**src/rtl/regctx_pkg.sv**
```systemverilog
// Shared types and index helpers for the register context save/restore sequencer.
package regctx_pkg;

  typedef enum logic [1:0] {
    IDLE,
    SAVE,
    RESTORE,
    FINISH
  } seq_state_e;

  localparam int IDX_W        = 5;
  localparam int ZERO_REG_IDX = 31;
  localparam int FP_REG_IDX   = 29;

  typedef struct packed {
    logic [IDX_W-1:0] idx;
    logic             last;
  } next_idx_t;

  // Step past the hard-wired zero register; 'last' means the walk has run off the bank.
  function automatic next_idx_t next_idx(input logic [IDX_W-1:0] idx,
                                         input int zero_reg = ZERO_REG_IDX,
                                         input int num_regs = 32);
    int n;
    n = int'(idx) + 1;
    if (n == zero_reg) n = n + 1;
    next_idx.idx  = n[IDX_W-1:0];
    next_idx.last = (n >= num_regs);
  endfunction

endpackage

```
**src/rtl/reg_port_mux.sv**
```systemverilog
// Steers the register bank write port and read port 1 between the core and the sequencer.
module reg_port_mux
  import regctx_pkg::*;
#(
  parameter int DATA_W = 32,
  parameter int ADDR_W = 5
) (
  input  logic              seq_active,
  input  logic              core_reg_write,
  input  logic [ADDR_W-1:0] core_reg_escrita,
  input  logic [DATA_W-1:0] core_escreve_dado,
  input  logic [ADDR_W-1:0] core_reg1,
  input  logic              seq_reg_write,
  input  logic [ADDR_W-1:0] seq_idx,
  input  logic [DATA_W-1:0] seq_wdata,
  output logic              rf_reg_write,
  output logic [ADDR_W:0]   rf_reg_escrita,
  output logic [DATA_W-1:0] rf_escreve_dado,
  output logic [ADDR_W-1:0] rf_reg1
);

  always_comb begin
    rf_reg_write    = core_reg_write;
    rf_reg_escrita  = {1'b0, core_reg_escrita};
    rf_escreve_dado = core_escreve_dado;
    rf_reg1         = core_reg1;
    if (seq_active) begin
      rf_reg_write    = seq_reg_write;
      rf_reg_escrita  = {1'b0, seq_idx};
      rf_escreve_dado = seq_wdata;
      rf_reg1         = seq_idx;
    end
  end

endmodule

```
**src/rtl/reg_context_sequencer.sv**
```systemverilog
// Walks the register bank to save it to, or restore it from, a memory save area
// while stalling the core.
module reg_context_sequencer
  import regctx_pkg::*;
#(
  parameter int          DATA_W    = 32,
  parameter int          ADDR_W    = 5,
  parameter int          NUM_REGS  = 32,
  parameter int          ZERO_REG  = 31,
  parameter logic [31:0] SAVE_BASE = 32'h0000_0F80
) (
  input  logic              Clock,
  input  logic              Reset,
  input  logic              SaveReq,
  input  logic              RestoreReq,
  output logic              Busy,
  output logic              Done,
  output logic              CoreStall,
  input  logic              CoreRegWrite,
  input  logic [ADDR_W-1:0] CoreRegEscrita,
  input  logic [DATA_W-1:0] CoreEscreveDado,
  input  logic [ADDR_W-1:0] CoreReg1,
  output logic              RfRegWrite,
  output logic [ADDR_W:0]   RfRegEscrita,
  output logic [DATA_W-1:0] RfEscreveDado,
  output logic [ADDR_W-1:0] RfReg1,
  input  logic [DATA_W-1:0] RfDado1,
  output logic              MemReq,
  output logic              MemWe,
  output logic [31:0]       MemAddr,
  output logic [DATA_W-1:0] MemWData,
  input  logic [DATA_W-1:0] MemRData,
  input  logic              MemAck
);

  localparam logic [ADDR_W-1:0] FIRST_IDX = (ZERO_REG == 0) ? ADDR_W'(1) : ADDR_W'(0);
  localparam logic [ADDR_W-1:0] ZERO_IDX  = ADDR_W'(ZERO_REG);

  seq_state_e        state_q, state_d;
  logic [ADDR_W-1:0] idx_q, idx_d;
  next_idx_t         nxt;
  logic              seq_wr, mem_req, mem_we, done, mux_reg_write;

  always_ff @(posedge Clock) begin
    if (Reset) begin
      state_q <= IDLE;
      idx_q   <= '0;
    end else begin
      state_q <= state_d;
      idx_q   <= idx_d;
    end
  end

  always_comb begin
    state_d = state_q;
    idx_d   = idx_q;
    seq_wr  = 1'b0;
    mem_req = 1'b0;
    mem_we  = 1'b0;
    done    = 1'b0;
    nxt     = next_idx(idx_q, ZERO_REG, NUM_REGS);
    case (state_q)
      IDLE: begin
        if (SaveReq) begin
          state_d = SAVE;
          idx_d   = FIRST_IDX;
        end else if (RestoreReq) begin
          state_d = RESTORE;
          idx_d   = FIRST_IDX;
        end
      end
      SAVE: begin
        mem_req = 1'b1;
        mem_we  = 1'b1;
        if (MemAck) begin
          if (nxt.last) state_d = FINISH;
          else          idx_d   = nxt.idx;
        end
      end
      RESTORE: begin
        mem_req = 1'b1;
        if (MemAck) begin
          // The zero register is never a write target, even if it sits inside the walk.
          seq_wr = (idx_q != ZERO_IDX);
          if (nxt.last) state_d = FINISH;
          else          idx_d   = nxt.idx;
        end
      end
      FINISH: begin
        done    = 1'b1;
        state_d = IDLE;
      end
      default: state_d = IDLE;
    endcase
  end

  reg_port_mux #(
    .DATA_W(DATA_W),
    .ADDR_W(ADDR_W)
  ) u_port_mux (
    .seq_active       (state_q != IDLE),
    .core_reg_write   (CoreRegWrite),
    .core_reg_escrita (CoreRegEscrita),
    .core_escreve_dado(CoreEscreveDado),
    .core_reg1        (CoreReg1),
    .seq_reg_write    (seq_wr),
    .seq_idx          (idx_q),
    .seq_wdata        (MemRData),
    .rf_reg_write     (mux_reg_write),
    .rf_reg_escrita   (RfRegEscrita),
    .rf_escreve_dado  (RfEscreveDado),
    .rf_reg1          (RfReg1)
  );

  // Reset masks the control outputs in the same cycle, before the state register clears.
  assign Busy       = (state_q != IDLE) & ~Reset;
  assign CoreStall  = Busy;
  assign Done       = done & ~Reset;
  assign MemReq     = mem_req & ~Reset;
  assign RfRegWrite = mux_reg_write & ~Reset;
  assign MemWe      = mem_we;
  assign MemAddr    = SAVE_BASE + {{(30-ADDR_W){1'b0}}, idx_q, 2'b00};
  assign MemWData   = RfDado1;

endmodule

```
**config.mk**
```make
export PLATFORM = sky130hd
export DESIGN_NAME = reg_context_sequencer
export DESIGN_NICKNAME = d
export VERILOG_FILES = /design/src/rtl/regctx_pkg.sv /design/src/rtl/reg_port_mux.sv /design/src/rtl/reg_context_sequencer.sv
export SDC_FILE = /design/constraint.sdc
export NUM_CORES = 1
export LEC_CHECK = 0
export ABC_AREA = 1
export BUFFER_PORTS_ARGS = -buffer_cell sky130_fd_sc_hd__buf_2
export CAP_MARGIN = 20
export CORE_MARGIN = 10
export CORE_UTILIZATION = 29
export CTS_CLUSTER_SIZE = 14
export DETAILED_ROUTE_END_ITERATION = 7
export GPL_TIMING_DRIVEN = 0
export MAX_ROUTING_LAYER = met4
export PLACE_DENSITY = 0.82
export SLEW_MARGIN = 0
export SYNTH_ARGS = -nofsm -noshare
export SYNTH_HDL_FRONTEND = slang
export SYNTH_SLANG_ARGS = --single-unit
```
**constraint.sdc**
```tcl
create_clock -name Clock -period 1.8 [get_ports Clock]
set_input_delay 0.09 -clock Clock [delete_from_list [all_inputs] [get_ports Clock]]
set_output_delay 0.09 -clock Clock [all_outputs]
set_load 0.02 [all_outputs]
```
**Word level (Yosys, flattened, before mapping)**

Cells that the tools add are included.

- Order comparisons: 1
- Equality and inequality tests: 9
- Reductions and logical operators: 6
- Shift-type cells: 0
- Bitwise logic cells: 5
- Multipliers: 0
- $add $sub $neg: 3
- Divide/modulo/power cells: 0
- Multiplexer cells: 20

Operators by type and width:

| cell | count |
|---|---|
| $ge 32x7->1 const B | 1 |
| $mux 32 | 1 |
| $mux 5 | 6 |
| $add 12x7->13 const A | 1 |
| $pmux 5 s2 | 1 |
| $mux 2 | 4 |
| $add 6x1->7 const B | 1 |
| $mux 7 | 1 |
| $add 5x1->6 const B | 1 |
| $eq 6x5->1 const B | 1 |
| $mux 1 | 6 |
| $pmux 2 s3 | 1 |
| $ne 5x5->1 const B | 1 |
| $and 1x1->1 | 4 |
| $eq 2x2->1 const B | 2 |
| $ne 2x1->1 const B | 2 |
| $reduce_and 4->1 | 1 |
| $reduce_bool 2->1 | 2 |
| $ne 3x3->1 const B | 1 |
| $reduce_and 3->1 | 1 |
| $eq 2x1->1 const B | 1 |
| $logic_not 2->1 | 1 |
| $ne 2x2->1 const B | 1 |
| $reduce_or 2->1 | 1 |
| $not 1->1 | 1 |

- Output and inout bits: 113
- Memories: 0
- Word-level logic and storage cells: 46
- Bits in writable memories: 0
- Flip-flop bits (word level): 7
- Memory bits (read-only): 0
- Bits of input ports: 112
- Latch bits: 0

**Depth between registers and ports, before layout**

Gate-level depths: netlist of run 1.

- Depth after elaboration: 7
- Gate-level depth with buffers: 14
- Mapped depth without buffers: 14

**Cells and area by module**

From an unflattened synthesis of run 1, not the netlist that was laid out.

- Cells, all modules: 292
- Area total of the unflattened synthesis: 1645.3 um^2

Modules (own cells, without submodules):

| module | area each (um^2) | instances | seq. area each (um^2) | cells an instance |
|---|---|---|---|---|
| reg_context_sequencer | 1109.8 | 1 | 140.1 | 157 |
| reg_port_mux | 535.5 | 1 | 0.0 | 135 |

**Least setup slack after synthesis of run 1**

No wires, ideal clock.

- Path type: reg2reg
- Start: register idx_q[1]
- End: register idx_q[1]
- Slack: -138 ps
- Library setup time: 115 ps
- Path buffers: 0
- Stages on the path, launching flop included: 14
- Period minus slack after synthesis: 1938 ps
- Data arrival time: 1822 ps
- Required time: 1685 ps
- Cell sequence: dfxtp_1 ha_1 nand2_1 nor2_1 ha_1 nand2_1 inv_1 nand3_4 nor2_8 nand3_4 nand2_4 nand2_4 a21oi_1 nor2_1

- Longest elaborated chain between the ends: 6
- Elaborated cells between the ends (all ways): 10
- Those cells by class: add/sub (2); order compare (1); eq/ne (2); mux (4); reduce/logical (1)

Ends and longest elaborated chain:

| what | line | text |
|---|---|---|
| start, declared | reg_context_sequencer.sv:40 | `logic [ADDR_W-1:0] idx_q, idx_d;` |
| start signal, assigned | reg_context_sequencer.sv:50 | `idx_q <= idx_d;` |
| $add 5x1->6 * | regctx_pkg.sv:25 | `n = int'(idx) + 1;` |
| $add 6x1->7 or $eq 6x5->1 (tied branches) | regctx_pkg.sv:26 | `if (n == zero_reg) n = n + 1;` |
| $mux 7 * | regctx_pkg.sv:26 |  |
| $ge 32x7->1 or $mux 5 (tied branches) | regctx_pkg.sv:28, reg_context_sequencer.sv:76, reg_context_sequencer.sv:85 |  |
| $ne 2x2->1 (no source line) or $mux 5 (tied branches) | -- |  |
| $reduce_and 4->1 (no source line) or $pmux 5 s2 (tied branches) | -- |  |

Mark *: on every way between the ends. The rest lies on a longest branch, timed or not. The select of a mux whose other input is x is not followed.
A chain may end at the register's enable or synchronous reset.

**Worst setup path in the final report of run 1**

- Start: register idx_q[0]
- End: register idx_q[1]

The elaborated chain is that of the path after synthesis.

==> flow_metrics.env, run 1 <==
export IMPL_die_area_sq_mm=0.009152
export IMPL_viasPerCell=4.062
export IMPL_hold_depth=2
export IMPL_p_switching_mw=3.379
export IMPL_ys_ff_latch=7
export IMPL_die_w_um=95.67
export IMPL_synth_edf_count=0
export IMPL_h_tree_depth=1
export IMPL_arrival_ns=1.98
export IMPL_power_frac_clock_pct=4.2
export IMPL_timing_fmax_mhz=539.0
export IMPL_grt_pass1_vias=2226
export IMPL_nets=611
export IMPL_max_cap_viol_count=0
export IMPL_cts_tree="done"
export IMPL_ys_types=23
export IMPL_setup_viol=6
export IMPL_antenna_found_initial=0
export IMPL_synth_cells=292
export IMPL_finalNonFillerCells=563
export IMPL_die_y_um=95.67
export IMPL_post_synth_instance_area_sq_mm=0.001660
export IMPL_hp_class="in -> reg"
export IMPL_path_class="reg -> reg"
export IMPL_synth_top_area_share_pct=32.33
export IMPL_port_buffers=164
export IMPL_yosys_warnings=0
export IMPL_violations="setup timing"
export IMPL_syn_area_per_cell_sq_um=5.686
export IMPL_overflow=0
export IMPL_peakVddDrop_v=0.001356
export IMPL_synthTopCellsByArea="nand2_1, buf_4, dfxtp_1, ha_1, nand2_4"
export IMPL_gp_congestion=0.8559
export IMPL_drive_above_1_share_pct=56.12
export IMPL_intPower_mw=2.098
export IMPL_cts_hold_buffers=0
export IMPL_seqPwrFrac_pct=5.7
export IMPL_synth_common_cells="nand2_1, buf_4, nor2_1, nand3_1"
export IMPL_power_frac_comb_pct=90.1
export IMPL_setup_tns_ns=-0.2288
export IMPL_clkTransAtPathRegs_ns=0.04
export IMPL_leakagePower_nw=1.894
export IMPL_placed_cells=554
export IMPL_num_rows=27
export IMPL_coreArea_sq_mm=0.005540
export IMPL_cp_start_kind="flop"
export IMPL_holdPathEnd="state_q[0]"
export IMPL_yosysTopAreaCell="nand2_1"
export IMPL_power_mw=5.477
export IMPL_drc=0
export IMPL_rsz0062_at_grt="true"
export IMPL_drtIter0Drc=101
export IMPL_seq_area_frac_synth_pct=8.440
export IMPL_r2r_slack_ns=-0.06
export IMPL_wl_per_cell_um=14.19
export IMPL_postRouteAntennaNets=0
export IMPL_pin_count=225
export IMPL_postLayoutCoreUtil_pct=51.78
export IMPL_synth_most_common_cell="nand2_1"
export IMPL_period_minus_slack_ns=1.855
export IMPL_syn_to_final_growth_pct=72.80
export IMPL_postLayoutSetupSlackWorst_ns=-0.05542
export IMPL_reg2reg_from="idx_q[0]"
export IMPL_placedInstanceArea_sq_mm=0.002681
export IMPL_grt_max_degree=13
export IMPL_drt_wl_total_mm=7.987
export IMPL_cp_required_ns=1.92
export IMPL_hold_viol_final=0
export IMPL_synthArstFlopShare_pct=0
export IMPL_insertion_delay_ns=0.24
export IMPL_vias=2287
export IMPL_cts_buffers=3
export IMPL_p_sw_share_pct=61.69
export IMPL_grt_pass1_wl_mm=11.15
export IMPL_dpl_hpwl_mm=6.852
export IMPL_clock_root_buffer="clkbuf_8"
export IMPL_grt_usage_pct=15.29
export IMPL_maxSlewViolCount=0
export IMPL_timing_final_crit_share_pct=103.1
export IMPL_clock_sinks=7
export IMPL_clock_path_buffers=2
export IMPL_ys_flop_type="dfxtp_1"
export IMPL_fin_area_sq_mm=0.002869
export IMPL_reg2reg_depth=13
export IMPL_start_util_pct=29.97
export IMPL_power_density_mw_per_mm2=1909
export IMPL_dr_pass1_iters=4
export IMPL_cp_max_fo=5
export IMPL_status="finished with violations"
export IMPL_end_kind="flop"
export IMPL_hold_path_startpoint="Reset"
export IMPL_skew_ns=0.004452
export IMPL_r2r_end="idx_q[1]"
## registers in the layout, summed over array words and instances (netlist names)
signal   count
idx_q        5
state_q      2
## cell usage in the layout, fill, tap and decap left out
cell type and n:
buf_2 164, nand2_1 142, buf_4 66, conb_1 28
nor2_1 10, nand3_1 10, inv_1 8, a21oi_2 6
ha_1 6, inv_2 5, clkbuf_4 5, clkbuf_8 4
nand2_4 4, a21oi_1 3, dfxtp_1 3, clkbuf_2 2
nand3_2 2, nand3_4 2, nand2_8 2, dfxtp_4 2
dfxtp_2 2, diode_2 1, inv_4 1, buf_6 1
bufinv_8 1, nand2_2 1, nor2_2 1, nor2_4 1
nor2_8 1, o22a_1 1, o21ai_0 1, o21ai_1 1
xnor2_1 1, ha_4 1, ha_2 1, clkbuf_1 1
## worst max-delay path by stage
stage | from | to | slack [ns] | cells past startpoint
6_report | idx_q[0] | idx_q[1] | -0.06 | 13
3_3_place_gp | state_q[0] | RfEscreveDado[31] | -0.20 | 8
3_5_place_dp | state_q[0] | RfEscreveDado[17] | -0.24 | 8
2_1_floorplan | idx_q[0] | idx_q[2] | 0.003 | 13
4_1_cts | idx_q[0] | idx_q[3] | -0.09 | 13
5_1_grt | idx_q[0] | idx_q[1] | -0.15 | 13
## power by group through the flow
| stage | combinational, mW | clock (mW) | sequential (mW) |
|---|---|---|---|
| 2_1_floorplan | 3.06 | 0 | 0.328 |
| 3_3_place_gp | 4.37 | 0 | 0.303 |
| 3_5_place_dp | 4.43 | 0 | 0.307 |
| 4_1_cts | 4.86 | 0.234 | 0.310 |
| 5_1_grt | 5.40 | 0.245 | 0.321 |
| 6_report | 4.94 | 0.229 | 0.313 |
## stage by stage
stage / hold slack [ns] / setup WS (ns)
final: 0.1597 / -0.05542
after global routing: 0.1675 / -0.1479
after CTS: 0.1583 / -0.09008
after detailed placement: 0.3874 / -0.2413
after global placement: 0.3852 / -0.2000
after floorplan: 0.1591 / 0.003271
## logic make-up after synthesis
kind of cell / count (synthesis) / share of synthesized area (%)
other: 2 / 0.4523
buffers and inverters: 87 / 34.82
AOI/OAI and AO/OA: 12 / 4.069
DFF: 7 / 8.440
xor gates and xnor gates: 1 / 0.5276
and+or+nand+nor: 175 / 45.67
adders and majority gates: 8 / 6.029
## metal layers
layer	track usage, %	up-vias	part of all wire [%]
met5	-	-	0
met4	3.808	0	0.90
met3	2.514	7	9.0
met2	28.72	121	54
met1	16.11	963	37
li1	-	1196	-
## what timing repair did
action,in CTS,in global routing
pin swaps,12,6
gates cloned,1,0
setup endpoints to repair,52,49
resized for setup,26,10
endpoints found under the hold margin,0,0
setup buffers,3,1
## area by class of cell
cell class	instances	area, sq um
antenna	1	2.502
fill	536	2671
multi-input combinational	225	1120
clock buffer	4	45.04
timing repair buffer	168	850.8
buffer	71	538.0
sequential	7	150.1
inverter	15	72.57
tap	72	90.09
## critical path, cell delays in order (launching register included)
cell	delay, ns
dfxtp_4	0.35
ha_4	0.15
nand2_2	0.08
nor2_2	0.04
ha_1	0.28
nand2_1	0.07
inv_2	0.06
nand3_4	0.09
nor2_8	0.13
nand3_4	0.11
nand2_8	0.11
nand2_8	0.07
a21oi_2	0.14
nor2_1	0.05
(Power assumes the default switching activity.)
==> run 2: changes to the inputs <==
--- a/config.mk
+++ b/config.mk
@@ -8,6 +8,7 @@
 export ABC_AREA = 1
 export BUFFER_PORTS_ARGS = -buffer_cell sky130_fd_sc_hd__buf_2
 export CAP_MARGIN = 20
+export CORE_ASPECT_RATIO = 1.1
 export CORE_MARGIN = 10
 export CORE_UTILIZATION = 29
 export CTS_CLUSTER_SIZE = 14
==> run 2 against run 1 <==
Against the previous run:
- first-iteration DRC count decreased by 31%
- clock skew grew 0.0032 ns
- cell count rose by 0.53%
- maximum frequency up 1.0%
- largest power group unchanged
- largest cell class unchanged
- the flow still finishes with violations (setup timing)
==> flow_metrics.env, run 2 (same netlist as run 1, synthesis figures left out) <==
export IMPL_num_rows=28
export IMPL_peakVddDrop_v=0.001452
export IMPL_pin_count=225
export IMPL_layout_common_cells="buf_2, nand2_1, buf_4, conb_1, nor2_1"
export IMPL_cp_required_ns=1.93
export IMPL_period_minus_slack_ns=1.837
export IMPL_hold_path_startpoint="Reset"
export IMPL_critical_path_startpoint="idx_q[0]"
export IMPL_clock_root_buffer="clkbuf_8"
export IMPL_drt_wl_total_mm=8.256
export IMPL_place_ws_ns=-0.2448
export IMPL_top_layer_used="met4"
export IMPL_drive_above_1_share_pct=57.64
export IMPL_hold_slack_ns=0.1356
export IMPL_die_y_um=99.36
export IMPL_vias=2342
export IMPL_leakagePower_nw=1.925
export IMPL_arrival_ns=1.97
export IMPL_clock_sinks=7
export IMPL_postLayoutSetupSlackWorst_ns=-0.03656
export IMPL_violations="setup timing"
export IMPL_nets=612
export IMPL_start_util_pct=30.38
export IMPL_wl_per_cell_um=14.59
export IMPL_reg2reg_from="idx_q[0]"
export IMPL_rsz0062_at_grt="true"
export IMPL_die_w_um=92.15
export IMPL_timing_final_crit_share_pct=102.0
export IMPL_syn_to_final_growth_pct=76.64
export IMPL_hold_viol_final=0
export IMPL_dr_pass1_iters=4
export IMPL_setup_viol=6
export IMPL_antenna_found_initial=0
export IMPL_grt_usage_pct=16.53
export IMPL_overflow=0
export IMPL_die_area_sq_mm=0.009156
export IMPL_largest_reg_flops=5
export IMPL_cp_start_kind="flop"
export IMPL_reg_top3="idx_q: 5 flops, state_q: 2 flops"
export IMPL_p_switching_mw=3.459
export IMPL_wl_met2_mm=4.512
export IMPL_h_tree_depth=1
export IMPL_postLayoutCoreUtil_pct=53.66
export IMPL_timing_fmax_mhz=544.5
export IMPL_skew_ns=0.007668
export IMPL_fillerInstances=559
export IMPL_cp_max_fo=5
export IMPL_grt_pass1_wl_mm=12.16
export IMPL_hp_class="in -> reg"
export IMPL_power_frac_clock_pct=4.2
export IMPL_regMostFlops="idx_q"
export IMPL_coreArea_sq_mm=0.005465
export IMPL_path_class="reg -> reg"
export IMPL_dpl_hpwl_mm=7.131
export IMPL_drc=0
export IMPL_viasPerCell=4.138
export IMPL_grt_max_degree=13
export IMPL_cts_hold_buffers=0
export IMPL_status="finished with violations"
export IMPL_intPower_mw=2.137
export IMPL_grt_pass1_vias=2307
export IMPL_drtIter0Drc=70
export IMPL_insertion_delay_ns=0.24
export IMPL_cts_buffers=3
export IMPL_postRouteAntennaNets=0
export IMPL_port_buffers=164
export IMPL_cts_tree="done"
export IMPL_end_kind="flop"
export IMPL_seqPwrFrac_pct=5.7
export IMPL_clock_path_buffers=2
export IMPL_max_cap_viol_count=0
export IMPL_power_frac_comb_pct=90.2
export IMPL_dr_wl_met3_um=617
export IMPL_num_antenna_cells=0
export IMPL_power_density_mw_per_mm2=1908
export IMPL_maxSlewViolCount=0
export IMPL_gp_congestion=0.8753
export IMPL_final_common_cell="buf_2"
export IMPL_p_sw_share_pct=61.82
export IMPL_wl_met1_mm=3.023
export IMPL_clkTransAtPathRegs_ns=0.05
-- run 2: through the flow --
| stage | cells | power, mW | TNS [ns] | cell area, sq um |
|---|---|---|---|---|
| finish | 566 | 5.596 | -0.1223 | 2933 |
| global route | 566 | 6.093 | -0.7666 | 2933 |
| CTS | 565 | 5.419 | -0.4667 | 2868 |
| detailed placement | 557 | 4.770 | -7.492 | 2685 |
| global placement | 557 | 4.707 | -6.046 | 2685 |
| floorplan | 318 | 3.390 | 0 | 1770 |
-- run 2: path summary, 6_finish.rpt --
kind	endpoint	slack [ns]	cells past startpoint
setup / recovery	idx_q[4]	-0.04	13
setup reg to reg	idx_q[4]	-0.04	13
hold / removal	state_q[1]	0.14	2
hold reg to reg	state_q[0]	0.49	2
-- run 2: power by group through the flow --
| stage | clock, mW | sequential, mW | combinational (mW) |
|---|---|---|---|
| floorplan | 0 | 0.328 | 3.06 |
| global placement | 0 | 0.300 | 4.41 |
| detailed placement | 0 | 0.304 | 4.47 |
| CTS | 0.239 | 0.312 | 4.87 |
| global route | 0.246 | 0.326 | 5.52 |
| finish | 0.234 | 0.317 | 5.05 |
-- run 2: metal layers --
layer	vias up	global-route usage, %
li1	1194	-
met1	1015	16.45
met2	120	32.01
met3	13	3.383
met4	0	3.682
met5	-	-
-- run 2: final cells by class --
class | instances | area [sq um] | area share (%)
Multi-Input combinational cell | 225 | 1159 | 39.51
Timing Repair Buffer | 169 | 870.8 | 29.69
Buffer | 71 | 540.5 | 18.43
Sequential cell | 7 | 150.1 | 5.119
Tap cell | 75 | 93.84 | 3.200
Inverter | 15 | 72.57 | 2.474
Clock buffer | 3 | 41.29 | 1.408
Clock inverter | 1 | 5.005 | 0.1706
-- run 2: critical path: stages (launching register included) --
cell and delay, ns:
dfxtp_4 0.35, ha_4 0.16, nand2_4 0.08, nor2_4 0.05
ha_4 0.26, nand2_2 0.04, inv_2 0.06, nand3_4 0.09
nor2_8 0.13, nand3_4 0.11, nand2_8 0.11, nand2_8 0.08
a21oi_2 0.14, nor2_1 0.06
-- run 2: timing repair --
action / 4_1_cts / 5_1_grt
endpoints found under the setup margin: 52 / 45
setup buffers: 4 / 1
cloned: 1 / 0
pin swaps: 13 / 10
gates resized for setup: 26 / 20
